==> src/rtl/rr_arb_pkg.sv <==
// Shared constants and state encoding for the 8-way round-robin arbiter.
package rr_arb_pkg;

  localparam int unsigned NUM_REQ = 8;
  localparam int unsigned ID_W    = 3;

  typedef enum logic [0:0] {
    IDLE  = 1'b0,
    GRANT = 1'b1
  } arb_state_e;

endpackage

==> src/rtl/rr_arbiter8_if.sv <==
// Request/grant bundle between the requesters and the round-robin arbiter.
interface rr_arbiter8_if;
  import rr_arb_pkg::*;

  logic               arb_en;
  logic [NUM_REQ-1:0] req;
  logic [NUM_REQ-1:0] gnt;
  logic [ID_W-1:0]    gnt_id;
  logic               gnt_valid;

  modport master (
    output arb_en,
    output req,
    input  gnt,
    input  gnt_id,
    input  gnt_valid
  );

  modport slave (
    input  arb_en,
    input  req,
    output gnt,
    output gnt_id,
    output gnt_valid
  );

endinterface

==> src/rtl/onehot_dec3.sv <==
// 3-to-8 one-hot decoder with enable; all-zero output when disabled.
module onehot_dec3
  import rr_arb_pkg::*;
(
  input  logic [ID_W-1:0]    idx,
  input  logic               en,
  output logic [NUM_REQ-1:0] onehot
);

  always_comb begin
    onehot = '0;
    if (en) onehot[idx] = 1'b1;
  end

endmodule

==> src/rtl/rr_arbiter8.sv <==
// Round-robin arbiter over eight level-sensitive requesters with a per-ownership hold limit.
module rr_arbiter8
  import rr_arb_pkg::*;
#(
  parameter int unsigned MAX_HOLD = 16
) (
  input logic         clk,
  input logic         rst_n,
  rr_arbiter8_if.slave bus
);

  localparam logic [7:0] HoldLast = 8'(MAX_HOLD - 1);

  arb_state_e      state;
  logic [ID_W-1:0] ptr;
  logic [ID_W-1:0] owner;
  logic [7:0]      hold_cnt;

  // Rotate so ptr lands at bit 0, take the lowest set bit, then undo the rotation.
  function automatic logic [ID_W-1:0] pick_owner(logic [NUM_REQ-1:0] r, logic [ID_W-1:0] p);
    logic [2*NUM_REQ-1:0] dbl;
    logic [NUM_REQ-1:0]   rot;
    logic [ID_W-1:0]      idx;
    dbl = {r, r} >> p;
    rot = dbl[NUM_REQ-1:0];
    idx = '0;
    for (int i = NUM_REQ - 1; i >= 0; i--) begin
      if (rot[i]) idx = ID_W'(i);
    end
    return idx + p;
  endfunction

  always_ff @(posedge clk or negedge rst_n) begin
    if (!rst_n) begin
      state    <= IDLE;
      ptr      <= '0;
      owner    <= '0;
      hold_cnt <= '0;
    end else begin
      unique case (state)
        IDLE: begin
          if (bus.arb_en && (|bus.req)) begin
            owner    <= pick_owner(bus.req, ptr);
            hold_cnt <= '0;
            state    <= GRANT;
          end
        end
        GRANT: begin
          // Release and timeout on the same edge collapse into one release.
          if (!bus.req[owner] || (hold_cnt == HoldLast)) begin
            state <= IDLE;
            ptr   <= owner + 1'b1;
          end else begin
            hold_cnt <= hold_cnt + 8'd1;
          end
        end
        default: state <= IDLE;
      endcase
    end
  end

  assign bus.gnt_valid = (state == GRANT);
  assign bus.gnt_id    = owner;

  onehot_dec3 u_gnt_dec (
    .idx    (owner),
    .en     (bus.gnt_valid),
    .onehot (bus.gnt)
  );

endmodule

==> src/flat_wrapper.sv <==
// flat-port wrapper written by rule: the top's interface ports become plain ports
module rr_arbiter8_flat import rr_arb_pkg::*;
#(
  parameter int unsigned MAX_HOLD = 16
)
  (clk, rst_n, bus_arb_en, bus_req, bus_gnt, bus_gnt_id, bus_gnt_valid);
  rr_arbiter8_if bus_i ();
  input logic clk;
  input logic rst_n;
  input wire logic [$bits(bus_i.arb_en)-1:0] bus_arb_en;
  input wire logic [$bits(bus_i.req)-1:0] bus_req;
  output wire logic [$bits(bus_i.gnt)-1:0] bus_gnt;
  output wire logic [$bits(bus_i.gnt_id)-1:0] bus_gnt_id;
  output wire logic [$bits(bus_i.gnt_valid)-1:0] bus_gnt_valid;
  assign bus_i.arb_en = bus_arb_en;
  assign bus_i.req = bus_req;
  assign bus_gnt = bus_i.gnt;
  assign bus_gnt_id = bus_i.gnt_id;
  assign bus_gnt_valid = bus_i.gnt_valid;
  rr_arbiter8 #(.MAX_HOLD(MAX_HOLD)) u_core (.clk(clk), .rst_n(rst_n), .bus(bus_i));
endmodule
==> config.mk <==
export PLATFORM = sky130hd
export DESIGN_NAME = rr_arbiter8_flat
export DESIGN_NICKNAME = d
export VERILOG_FILES = /design/src/rtl/rr_arb_pkg.sv /design/src/rtl/rr_arbiter8_if.sv /design/src/rtl/onehot_dec3.sv /design/src/rtl/rr_arbiter8.sv /design/src/flat_wrapper.sv
export SDC_FILE = /design/constraint.sdc
export NUM_CORES = 1
export LEC_CHECK = 0
export BUFFER_PORTS_ARGS = -buffer_cell sky130_fd_sc_hd__buf_2
export CAP_MARGIN = 0
export CORE_UTILIZATION = 60
export DETAILED_ROUTE_END_ITERATION = 8
export GPL_TIMING_DRIVEN = 0
export PLACE_DENSITY_LB_ADDON = 0.08
export RECOVER_POWER = 25
export SLEW_MARGIN = 20
export SYNTH_ARGS = -nofsm -noshare
export SYNTH_HDL_FRONTEND = slang
export SYNTH_SLANG_ARGS = --single-unit
export TNS_END_PERCENT = 30
==> constraint.sdc <==
create_clock -name clk -period 5.6 [get_ports clk]
set_clock_uncertainty 0.2 [all_clocks]
set_input_delay 0.56 -clock clk [delete_from_list [all_inputs] [get_ports clk]]
set_output_delay 0.56 -clock clk [all_outputs]
set_load 0.01 [all_outputs]
* Word level (Yosys, flattened, before mapping)
Cells that the tools add are included.
Storage, ports and cells: latch bits 0, memories kept 0, output and inout bits 12, bits in registers 15, memory bits (writable) 0, ROM bits 0, bits of input ports 11, word-level logic and storage cells 43
Cells by class: $lt $le $gt $ge 2, $mul 0, divide/modulo/power cells 0, eq/ne operators 3, $add $sub $neg 3, bitwise logic cells 1, reduce and logical (&&, ||, !) cells 8, mux-type cells 21, shifts and indexed selects 1
Operators with widths (count):
- 3-bit two-way mux | 10
- 8-bit two-way mux | 3
- 8-bit case mux with 2 select lines | 1
- 16-bit by 3-bit right shift with 8-bit output | 1
- 8-bit by 1-bit adder with 8-bit output (second input constant) | 1
- 8-bit by 4-bit == test with 1-bit output (second input constant) | 1
- 8-bit OR reduction | 1
- 2-bit AND reduction | 3
- 3-bit by 4-bit < comparator with 1-bit output (second input constant) | 1
- 1-bit two-way mux | 4
- 3-bit by 1-bit adder with 3-bit output (second input constant) | 1
- 3-bit adder | 1
- 1-bit binary-select mux with 3-bit select | 1
- 1-bit demux with 3-bit select | 1
- 3-bit by 1-bit >= comparator with 1-bit output (second input constant) | 1
- 1-bit logical AND | 2
- 2-bit by 1-bit inequality test with 1-bit output (second input constant) | 1
- 2-bit inequality test (second input constant) | 1
- 1-bit case mux with 2 select lines | 1
- 1-bit logical NOT | 1
- 1-bit logical OR | 1
- 1-bit inverter | 1

* Logic depth before layout (Yosys ltp)
depth after elaboration 12, gate-level depth with buffers 14, mapped depth without buffers 12

* Modules after synthesis
From an unflattened synthesis, not the netlist that was laid out.
Unflattened totals: cell total of the unflattened synthesis 154, area, all modules 1408.9 sq um
Modules (own cells, without submodules):
- rr_arbiter8 | cells an instance 146, area each 1312.5 sq um, instances 1
- onehot_dec3 | cells an instance 8, area each 96.3 sq um, instances 1

* Least setup slack after synthesis
No wires, ideal clock.
path type input to register, start point input port bus_req[2], end point register u_core.owner[2] (netlist: u_core.bus.gnt_id[2]), arrival time 2.758 ns, library setup time 0.125 ns, cell stages on the path 12, path buffers 1, setup slack 2.518 ns, required time 5.275 ns, cell sequence clkbuf_2 > mux2_2 > or3_1 > a31oi_1 > nor2_1 > o32ai_1 > ha_1 > inv_1 > fa_1 > nor4b_1 > a41oi_1 > nand2_1
Between the ends: longest elaborated chain between the ends 12, elaborated cells between the ends (all ways) 15, classes of those cells 1 x add/sub; 1 x shift; 10 x mux; 3 x reduce/logical
Ends and longest elaborated chain:
- from (decl) | line flat_wrapper.sv:11 | input wire logic [$bits(bus_i.req)-1:0] bus_req;
- 16-bit by 3-bit right shift with 8-bit output | line rr_arbiter8.sv:24 | dbl = {r, r} >> p;
- 3-bit two-way mux (8 in a row) | line rr_arbiter8.sv:28 | if (rot[i]) idx = ID_W'(i);
- 3-bit two-way mux | line rr_arbiter8.sv:42 | if (bus.arb_en && (|bus.req)) begin
- 3-bit two-way mux | line rr_arbiter8.sv:40 | unique case (state)
- 3-bit adder | line rr_arbiter8.sv:30 | return idx + p;
- to (signal assigned) | line rr_arbiter8.sv:43 | owner <= pick_owner(bus.req, ptr);
- to (decl) | line rr_arbiter8.sv:16 | logic [ID_W-1:0] owner;
Several ways; a longest one is shown, not always the timed one. The select of a mux whose other input is x is not followed. A chain may end at the register's enable or synchronous reset.

* Final worst setup path
start point register u_core.ptr[0], end point register u_core.owner[2] (netlist: u_core.bus.gnt_id[2])
Between the ends: longest elaborated chain between the ends 12
Ends and longest elaborated chain:
- from (decl) | line rr_arbiter8.sv:15 | logic [ID_W-1:0] ptr;
- from (signal assigned) | line rr_arbiter8.sv:52 | ptr <= owner + 1'b1;
- 16-bit by 3-bit right shift with 8-bit output | line rr_arbiter8.sv:24
- 3-bit two-way mux (8 in a row) | line rr_arbiter8.sv:28
- 3-bit two-way mux | line rr_arbiter8.sv:42
- 3-bit two-way mux | line rr_arbiter8.sv:40
- 3-bit adder * | line rr_arbiter8.sv:30
Mark *: on every way between the ends. The rest lies on a longest branch, timed or not. The select of a mux whose other input is x is not followed.

==> impl_metrics.toml <==
[yosys]
synth_fp_nets = 186
syn-cell-area_um2 = 1450
yosysSeqAreaShare_pct = 26.0
yosysTopAreaCellShare_pct = 26.0
synth_edf_count = 0
synth_top_flop_cell = "dfrtp_1"
synth_common_cells = "nand2_1 (21), dfrtp_1 (15), nor2_1 (14)"
avgSynthCellArea_um2 = 8.46
synth_cells = 171
synth.area.top_cells = "dfrtp_1 (26%), mux2i_1 (9.0%), nand2_1 (5.4%)"
async_flop_share_pct = 100
synth.most_common_cell = "nand2_1"
ys_seq_elements = 15
ys_types = 53
synth_area_leader_cell = "dfrtp_1"
ys_warn_count = 0

[setup_path]
endpoint_kind = "flop"
cp_max_fo = 10
path_class = "reg2reg"
cp-start-kind = "flop"
required_ns = 5.59
arrival_ns = 3.24

[layout]
layout-drive-gt1-share_pct = 21.5
diodes = 0
num-nets-final = 211
final.fill_count = 184
syn2layout_area_growth_pct = 11.4
post-route-util_pct = 72.2
layout.cells.non_filler = 223

[timing]
finalSetupTns_ns = 0
min_period_ns = 3.25
slew_violations = 0
rsz0062_at_grt = "false"
finalSetupViolCount = 0
hold_violations = 0
slew_headroom_pct = 34.8
setup_slack_ns = 2.35
tightestPinTransition_ns = 0.972
max_freq_mhz = 308
finalCritPeriodShare_pct = 58.0

[drt]
vias = 1412
wl_per_cell_um = 15.7
drc_errors = 0
met1_length_mm = 1.64
routed_wl_mm = 3.50
first_iter_violations = 33
ant_nets = 0
dr.pass1.iters = 6
dr_wl_met3_um = 181
top_layer_used = "met4"
routed-wl-met2_mm = 1.67
vias_per_cell = 6.33

[floorplan]
start_util_pct = 64.8
die_area_um2 = 2610
ios = 23
fp.dieH_um = 51.1
core-area_um2 = 2230
rows = 17
die_x_um = 51.1

[clock_tree]
numCtsBuffers = 3
cts_root_buf = "clkbuf_4"
cts_tree = "built"
insertion_delay_ns = 0.29
path_clk_slew_ns = 0.10
clk_path_buf_depth = 2
htree_levels = 1
cts.sinks = 15

[grt]
grtUsageTotal_pct = 28.0
grt_pass1_vias = 1184
grt_max_degree = 16
antenna_found_initial = 0
gr-total-overflow = 0
grt_pass1_wl_mm = 5.47

[power]
powerDensity_nw_per_um2 = 459
irDropWorstVdd_mv = 0.281
power_mw = 0.740
p_leak_nw = 0.730

[place]
dp_hpwl_mm = 2.61
place_ws_ns = 2.23
place_congestion = 0.873
port_buffers = 19
dp_cells = 218

[min_path]
hp-class = "reg2reg"

[outcome]
status = "complete, no violations"

[flow_run]
cap_violations = 0
## worst paths after layout
path	start	endpoint	slack [ns]	depth (start not counted)
max reg2reg	u_core.ptr[0]	u_core.bus.gnt_id[2]	2.35	11
min	u_core.hold_cnt[3]	u_core.hold_cnt[3]	0.32	1
max	u_core.ptr[0]	u_core.bus.gnt_id[2]	2.35	11
max in group asynchronous	rst_n	u_core.hold_cnt[1]	4.00	2
min in group asynchronous	rst_n	u_core.hold_cnt[6]	0.66	2
min reg2reg	u_core.hold_cnt[3]	u_core.hold_cnt[3]	0.32	1
## critical path: stages (launching register included)
cell and delay (ns):
dfrtp_1 0.49, clkbuf_1 0.36, mux4_2 0.39, a31oi_1 0.16
nor2_1 0.07, o32ai_1 0.34, ha_1 0.23, inv_1 0.05
fa_1 0.42, nor4b_1 0.17, a41oi_1 0.19, nand2_1 0.06
## what timing repair did
item	CTS	global route
resized for setup	0	0
endpoints found under the hold margin	15	0
setup buffers	0	0
hold buffers	1	0
## final cells by class
type	count	area [um2]	share of cell area (%)
multi-input cells	139	993	61.6
flip-flops and latches	15	375	23.3
repair buffers	20	104	6.44
plain buffers	9	47.5	2.95
well taps	28	35.0	2.17
inverters	8	30.0	1.86
clock buffers	4	26.3	1.63
## through the flow
step | hold WS [ns] | area, um2
finish | 0.320 | 1610
global route | 0.337 | 1610
CTS | 0.317 | 1610
detailed placement | 0.286 | 1580
global placement | 0.276 | 1580
floorplan | 0.0644 | 1450
## power by group
part	switching (mW)	internal (mW)	total, mW
Combinational	0.271	0.212	0.483
Clock	0.0360	0.0277	0.0637
Sequential	0.0512	0.142	0.193
## logic make-up (layout without fill, tap and decap cells)
kind of cell	after synthesis	count (layout)	share of synthesized area [%]
buffers and inverters	17	41	5.36
adders and majority gates	4	4	3.98
DFF	15	15	26.0
and+or+nand+nor	80	80	30.5
xor gates and xnor gates	3	3	1.82
AOI/OAI and AO/OA	33	33	16.4
muxes	19	19	16.0
## registers in the layout (all words and copies together), names as in the netlist
signal,count
u_core.bus.gnt_valid,1
u_core.hold_cnt,8
u_core.ptr,3
u_core.bus.gnt_id,3
## cell usage in the layout (no fill, tap or decap), types with 5 or more instances in the layout
cell and n:
dfrtp_1 15, nand3_1 5, nor2b_1 6, nor3_1 5, or2_2 5, nand2b_1 5
o21ai_0 6, mux2i_1 13, nand2_1 21, inv_1 7, clkbuf_1 5, a21oi_1 5
buf_2 22, nor2_1 14
## routing by layer
metal | track usage, % | vias up
li1 | - | 681
met1 | 40.4 | 683
met2 | 43.6 | 45
met3 | 5.95 | 3
met4 | 3.70 | 0
met5 | 0 | -
Note: power is estimated with default switching activity, not from simulation.
